$ cat config.mk
export PLATFORM = sky130hd
export DESIGN_NAME = hwpe_stream_zero_sink_multi
export DESIGN_NICKNAME = d
export VERILOG_FILES = /design/src/rtl/hwpe_stream_zero_sink_multi_pkg.sv /design/src/rtl/hwpe_stream_zero_sink_chan.sv /design/src/rtl/hwpe_stream_zero_sink_multi.sv
export SDC_FILE = /design/constraint.sdc
export NUM_CORES = 1
export LEC_CHECK = 0
export BUFFER_PORTS_ARGS = -buffer_cell sky130_fd_sc_hd__buf_2
export CAP_MARGIN = 30
export CORE_MARGIN = 8
export CORE_UTILIZATION = 35
export CTS_CLUSTER_DIAMETER = 40
export DETAILED_ROUTE_END_ITERATION = 8
export PLACE_DENSITY_LB_ADDON = 0.05
export SLEW_MARGIN = 0
export SYNTH_ARGS = -nofsm -noshare
export SYNTH_HDL_FRONTEND = slang
export SYNTH_SLANG_ARGS = --single-unit
$ cat constraint.sdc
create_clock -name clk_i -period 2.8 [get_ports clk_i]
set_input_delay 0.56 -clock clk_i [delete_from_list [all_inputs] [get_ports clk_i]]
set_output_delay 0.56 -clock clk_i [all_outputs]
set_load 0.03 [all_outputs]
$ cat src/rtl/hwpe_stream_zero_sink_multi_pkg.sv
// Shared types and limits for the multi-channel zero-network fault checker.
package hwpe_stream_zero_sink_multi_pkg;

  // Deepest supported lag between the normal and the zero network.
  localparam int ZS_MAX_DELAY = 8;

  // Storage width of the per-channel event counter; CNT_WIDTH selects the used LSBs.
  localparam int ZS_MAX_CNT_WIDTH = 32;

  // Per-channel fault status: sticky flag plus saturating event count.
  typedef struct packed {
    logic                        fault;
    logic [ZS_MAX_CNT_WIDTH-1:0] cnt;
  } zs_status_t;

endpackage

$ cat src/rtl/hwpe_stream_zero_sink_chan.sv
// One checker channel: lag-matching delay line, valid/strb compare,
// mismatch debounce, sticky fault flag and saturating event counter.
module hwpe_stream_zero_sink_chan
  import hwpe_stream_zero_sink_multi_pkg::*;
#(
  parameter int STRB_WIDTH    = 4,
  parameter int DELAY         = 0,
  parameter int THRESH        = 1,
  parameter int CNT_WIDTH     = 8,
  parameter int STRB_ON_VALID = 0
) (
  input  logic                  clk_i,
  input  logic                  rst_ni,
  input  logic                  enable_i,
  input  logic                  clear_i,
  input  logic                  normal_valid_i,
  input  logic                  normal_ready_i,
  input  logic [STRB_WIDTH-1:0] normal_strb_i,
  input  logic                  zero_valid_i,
  input  logic [STRB_WIDTH-1:0] zero_strb_i,
  output logic                  zero_ready_o,
  output logic                  mismatch_o,
  output logic                  fault_o,
  output logic [CNT_WIDTH-1:0]  fault_cnt_o
);

  localparam int RUN_W = $clog2(THRESH) + 1;
  localparam logic [RUN_W-1:0] RUN_THR    = RUN_W'(THRESH);
  localparam logic [RUN_W-1:0] RUN_THR_M1 = RUN_W'(THRESH - 1);
  localparam logic [ZS_MAX_CNT_WIDTH-1:0] CNT_MAX =
    {ZS_MAX_CNT_WIDTH{1'b1}} >> (ZS_MAX_CNT_WIDTH - CNT_WIDTH);

  // Run length saturates at THRESH so a persistent mismatch cannot re-trigger.
  function automatic logic [RUN_W-1:0] run_inc(input logic [RUN_W-1:0] r);
    return (r == RUN_THR) ? r : r + 1'b1;
  endfunction

  // Event count saturates at 2^CNT_WIDTH-1.
  function automatic logic [ZS_MAX_CNT_WIDTH-1:0] cnt_inc(input logic [ZS_MAX_CNT_WIDTH-1:0] c);
    return (c == CNT_MAX) ? c : c + 1'b1;
  endfunction

  logic                  vld_d;
  logic                  rdy_d;
  logic [STRB_WIDTH-1:0] strb_d;

  generate
    if (DELAY == 0) begin : g_nodly
      assign vld_d  = normal_valid_i;
      assign rdy_d  = normal_ready_i;
      assign strb_d = normal_strb_i;
    end else begin : g_dly
      logic [DELAY-1:0]      vld_p;
      logic [DELAY-1:0]      rdy_p;
      logic [STRB_WIDTH-1:0] strb_p [DELAY];

      // Free-running shift of normal control; ignores enable and clear.
      always_ff @(posedge clk_i or negedge rst_ni) begin
        if (!rst_ni) begin
          vld_p <= '0;
          rdy_p <= '0;
          for (int i = 0; i < DELAY; i++) strb_p[i] <= '0;
        end else begin
          // stage 0: sample the normal stream
          vld_p[0]  <= normal_valid_i;
          rdy_p[0]  <= normal_ready_i;
          strb_p[0] <= normal_strb_i;
          // stages 1..DELAY-1: shift toward the zero-network side
          for (int i = 1; i < DELAY; i++) begin
            vld_p[i]  <= vld_p[i-1];
            rdy_p[i]  <= rdy_p[i-1];
            strb_p[i] <= strb_p[i-1];
          end
        end
      end

      assign vld_d  = vld_p[DELAY-1];
      assign rdy_d  = rdy_p[DELAY-1];
      assign strb_d = strb_p[DELAY-1];
    end
  endgenerate

  // The zero network sees the same backpressure as the normal one, lagged.
  assign zero_ready_o = rdy_d;

  logic strb_cmp;
  logic mismatch;
  assign strb_cmp   = (STRB_ON_VALID != 0) ? vld_d : 1'b1;
  assign mismatch   = (zero_valid_i != vld_d) | (strb_cmp & (zero_strb_i != strb_d));
  assign mismatch_o = mismatch;

  logic [RUN_W-1:0] run_q, run_d;
  zs_status_t       status_q, status_d;
  logic             fault_event;

  // Event fires on the THRESH-th consecutive enabled mismatch only.
  assign fault_event = mismatch & enable_i & (run_q == RUN_THR_M1);

  // Next state for the debounce run and the fault status; clear has priority.
  always_comb begin
    run_d    = run_q;
    status_d = status_q;
    if (clear_i) begin
      run_d    = '0;
      status_d = '0;
    end else begin
      run_d = (enable_i && mismatch) ? run_inc(run_q) : '0;
      if (fault_event) begin
        status_d.fault = 1'b1;
        status_d.cnt   = cnt_inc(status_q.cnt);
      end
    end
  end

  // Fault state registers.
  always_ff @(posedge clk_i or negedge rst_ni) begin
    if (!rst_ni) begin
      run_q    <= '0;
      status_q <= '0;
    end else begin
      run_q    <= run_d;
      status_q <= status_d;
    end
  end

  assign fault_o     = status_q.fault;
  assign fault_cnt_o = status_q.cnt[CNT_WIDTH-1:0];

endmodule

$ cat src/rtl/hwpe_stream_zero_sink_multi.sv
// Multi-channel zero-network fault checker: terminates NB_CHAN zero streams
// and compares their control against the matching normal streams.
module hwpe_stream_zero_sink_multi
  import hwpe_stream_zero_sink_multi_pkg::*;
#(
  parameter int NB_CHAN       = 2,
  parameter int STRB_WIDTH    = 4,
  parameter int DELAY         = 0,
  parameter int THRESH        = 1,
  parameter int CNT_WIDTH     = 8,
  parameter int STRB_ON_VALID = 0
) (
  input  logic                          clk_i,
  input  logic                          rst_ni,
  input  logic                          enable_i,
  input  logic                          clear_i,
  input  logic [NB_CHAN-1:0]            normal_valid_i,
  input  logic [NB_CHAN-1:0]            normal_ready_i,
  input  logic [NB_CHAN*STRB_WIDTH-1:0] normal_strb_i,
  input  logic [NB_CHAN-1:0]            zero_valid_i,
  input  logic [NB_CHAN*STRB_WIDTH-1:0] zero_strb_i,
  output logic [NB_CHAN-1:0]            zero_ready_o,
  output logic [NB_CHAN-1:0]            mismatch_o,
  output logic [NB_CHAN-1:0]            fault_o,
  output logic [NB_CHAN*CNT_WIDTH-1:0]  fault_cnt_o,
  output logic                          fault_any_o
);

  generate
    if (DELAY < 0 || DELAY > ZS_MAX_DELAY || THRESH < 1 ||
        CNT_WIDTH < 1 || CNT_WIDTH > ZS_MAX_CNT_WIDTH) begin : g_bad_param
      $error("hwpe_stream_zero_sink_multi: DELAY must be 0..8, THRESH >= 1, CNT_WIDTH 1..32");
    end
  endgenerate

  for (genvar c = 0; c < NB_CHAN; c++) begin : g_chan
    hwpe_stream_zero_sink_chan #(
      .STRB_WIDTH    (STRB_WIDTH),
      .DELAY         (DELAY),
      .THRESH        (THRESH),
      .CNT_WIDTH     (CNT_WIDTH),
      .STRB_ON_VALID (STRB_ON_VALID)
    ) i_chan (
      .clk_i          (clk_i),
      .rst_ni         (rst_ni),
      .enable_i       (enable_i),
      .clear_i        (clear_i),
      .normal_valid_i (normal_valid_i[c]),
      .normal_ready_i (normal_ready_i[c]),
      .normal_strb_i  (normal_strb_i[c*STRB_WIDTH +: STRB_WIDTH]),
      .zero_valid_i   (zero_valid_i[c]),
      .zero_strb_i    (zero_strb_i[c*STRB_WIDTH +: STRB_WIDTH]),
      .zero_ready_o   (zero_ready_o[c]),
      .mismatch_o     (mismatch_o[c]),
      .fault_o        (fault_o[c]),
      .fault_cnt_o    (fault_cnt_o[c*CNT_WIDTH +: CNT_WIDTH])
    );
  end

  assign fault_any_o = |fault_o;

endmodule

==> impl_metrics.json <==
{
  "p_leak_nw": 1.92,
  "synth_area_per_cell_um2": 8.96,
  "crit_buf_inv": 1,
  "drt-initial-drc-count": 194,
  "place_hpwl_um": 7400,
  "clk_pin_slew_ns": 0.06,
  "num_antenna_cells": 0,
  "gp_congestion": 0.781,
  "p_clk_share_pct": 48.1,
  "port_buffers": 44,
  "antenna_found_initial": 0,
  "synth.distinct_cells": 49,
  "max_slew_margin_pct": 50.7,
  "grt_max_degree": 63,
  "ant_nets": 0,
  "fp.dieW_um": 124,
  "cts_buffer_depth": 2,
  "endpoint_kind": "register",
  "cts_resized": 0,
  "seq_power_share_pct": 43.6,
  "power.density_nw_per_um2": 497,
  "die_height_um": 124,
  "fin_setup_tns_ns": 0,
  "hold_viol": 0,
  "ys_seq_area_share_pct": 41.4,
  "grtUsageTotal_pct": 14.2,
  "clkLatencyLatePin_ns": 0.34,
  "cts_hold_buffers": 0,
  "wl_um": 10600,
  "fin_ws_ns": 0.396,
  "vias": 3445,
  "async_reset_ff_share_pct": 100,
  "drc_errors": 0,
  "drv_cap": 0,
  "via_per_inst": 5.47,
  "crit_slowest_cell": "or4_1",
  "cts_tree": "yes",
  "setup_viol": 0,
  "synth_top_area_share_pct": 41.4,
  "timing_worst_setup_path_type": "register to register",
  "postSynthCellCount": 459,
  "final_core_util_pct": 40.3,
  "fin_skew_ns": 0.00515,
  "fin_crit_sh_pct": 85.9,
  "firstDrtPassIters": 4,
  "crit_family": "simple AND/OR/NAND/NOR gates",
  "p_sw_w": 0.000576,
  "p_comb_share_pct": 8.3,
  "cts_setup_buffers": 0,
  "drv_slew": 0,
  "syn-num-nets": 487,
  "grt_pass1_wl_um": 18300,
  "core_um2": 11500,
  "ir_drop_v": 0.000329,
  "syn-cell-area_um2": 4110,
  "required_ns": 3.02,
  "syn_to_final_growth_pct": 12.3,
  "die-area_um2": 15500,
  "crit_arrival_ns": 2.63,
  "pre_cts_ws_ns": 0.305,
  "path_cells": "nor4_1, nand4_1, or4_1, nand3_2, buf_4, o31ai_1",
  "cts-root-buf": "clkbuf_16",
  "p_int_w": 0.00172,
  "htree_levels": 3,
  "rsz0062_at_grt": "no",
  "critPathMaxFanout": 11,
  "synth_ff_type": "dfrtp_1",
  "initial_core_util_pct": 35.9,
  "fmax_mhz": 416,
  "num_rows": 39,
  "synth-edff-count": 0,
  "tightestPinTransition_ns": 0.740,
  "ioPinCount": 49,
  "ys_warn_count": 0,
  "drive_above_1_share_pct": 18.3,
  "final_net_count": 510,
  "hp-class": "input pin to asynchronous set/reset pin",
  "slowest_delay_ns": 0.70,
  "clkSinkCount": 68,
  "synth_top_area_cell": "dfrtp_1",
  "cts_inserted_buffers": 9,
  "status": "complete, no violations",
  "grt_pass1_vias": 3568,
  "swShare_pct": 25.1,
  "synth_area_leaders": "dfrtp_1, xnor2_1, nand3_1",
  "avgRoutedWirePerCell_um": 16.9,
  "timing.critical_path.from_type": "register",
  "grt.overflow.total": 0,
  "ys_seq_elements": 68,
  "fin_crit_ns": 2.40
}
state kept, by name, indices dropped and copies added (netlist names):
register,count
g_chan.i_chan.status_q,48
g_chan.i_chan.fault_cnt_o,16
g_chan.i_chan.fault_o,2
g_chan.i_chan.run_q,2
worst reg2reg max path, cell delays in order, from the launching register on:
cell	delay, ns
dfrtp_1	0.45
nor4_1	0.38
nand4_1	0.16
or4_1	0.70
nand3_2	0.31
buf_4	0.21
o31ai_1	0.08
synth_stat cells (2+ instances only):
cell and count:
nand3_1 37, clkbuf_1 11, mux2_2 2, nor2_2 3, a41oi_1 2, o21ai_1 23
xnor2_1 27, nand4_1 20, a31o_1 2, or3_1 6, nor4_4 4, nor2b_1 7
o21ai_0 8, nor2_1 49, buf_2 4, xor2_1 6, dfrtp_1 68, a21oi_1 12
and4_1 3, o211ai_1 2, nand2_1 29, nor3_1 19, ha_1 2, o31ai_1 20
buf_4 23, buf_6 5, nor4_1 16, inv_1 9, and3_1 8, nand2b_1 2
a31oi_1 10, mux2_1 2, o41ai_1 2
layout by cell type, fill, tap and decap left out, types with 2 or more instances in the layout:
cell type   n
xnor2_1    27
a31oi_1    10
buf_2      44
nor3_1     19
a41oi_1     2
or3_1       6
o211ai_1    2
nor2_2      3
nand4_1    20
o21ai_0     8
clkinv_2    3
xor2_1      6
nand2b_1    2
a21oi_1    12
inv_1       9
nand2_1    29
buf_4      10
buf_12      2
and4_1      3
clkbuf_16   9
nor2_1     49
nor2b_1     7
o21ai_1    23
mux2_2      2
dfrtp_1    68
nor4_1     16
mux2_1      2
o41ai_1     2
nor4_4      4
ha_1        2
nand3_1    37
a31o_1      2
o31ai_1    20
and3_1      8
clkbuf_8    3
path summary, 6_finish.rpt:
path	start	to	slack, ns	cells after the start
setup reg to reg	g_chan[1].i_chan.status_q[25]	g_chan[1].i_chan.fault_cnt_o[4]	0.40	6
min in group clk_i	enable_i	g_chan[0].i_chan.run_q	0.50	3
max in group asynchronous	rst_ni	g_chan[1].i_chan.status_q[27]	1.83	2
hold / removal	rst_ni	g_chan[1].i_chan.status_q[9]	0.27	1
hold reg to reg	g_chan[1].i_chan.status_q[22]	g_chan[1].i_chan.status_q[22]	0.51	1
setup / recovery	g_chan[1].i_chan.status_q[25]	g_chan[1].i_chan.fault_cnt_o[4]	0.40	6
final cells by class:
| class | count | area [µm²] |
|---|---|---|
| multi-input combinational | 338 | 2080 |
| timing repair buffer | 56 | 335 |
| inverter | 9 | 33.8 |
| clock inverter | 4 | 22.5 |
| tap | 143 | 179 |
| sequential | 68 | 1700 |
| clock buffer | 12 | 267 |
| fill | 1166 | 6850 |
per-stage QoR:
step                      instances  power [W]  instance area [µm²]  hold slack (ns)
final                           630    0.00230                 4620            0.274
after global routing            630    0.00240                 4620            0.333
after CTS                       630    0.00234                 4620            0.307
after detailed placement        614    0.00122                 4330            0.501
after global placement          614    0.00121                 4330            0.505
after floorplan                 459    0.00115                 4110            0.264
power groups by stage:
stage,Clock (W),Sequential [W],Combinational [W]
floorplan,0,0.00102,0.000128
global placement,0,0.00102,0.000194
detailed placement,0,0.00102,0.000196
CTS,0.00114,0.00100,0.000197
global route,0.00118,0.00100,0.000212
finish,0.00110,0.00100,0.000190
cells by family (layout without fill, tap and decap cells):
kind of cell               count (synthesis)  in the layout  share of synthesized area [%]
xor gates and xnor gates                  33             33                           7.03
buffers and inverters                     53             81                           8.00
adders and majority gates                  2              2                          0.608
AOI/OAI and AO/OA                         86             86                           13.4
and+or+nand+nor                          213            213                           28.5
muxes                                      4              4                           1.09
DFF                                       68             68                           41.4
metal layers:
metal  GRT usage (%)  share of wire (%)
met1            15.8                 43
met3            4.13                3.1
met4            4.82                1.8
met5               0                  0
met2            25.1                 52
(Power assumes the default switching activity.)
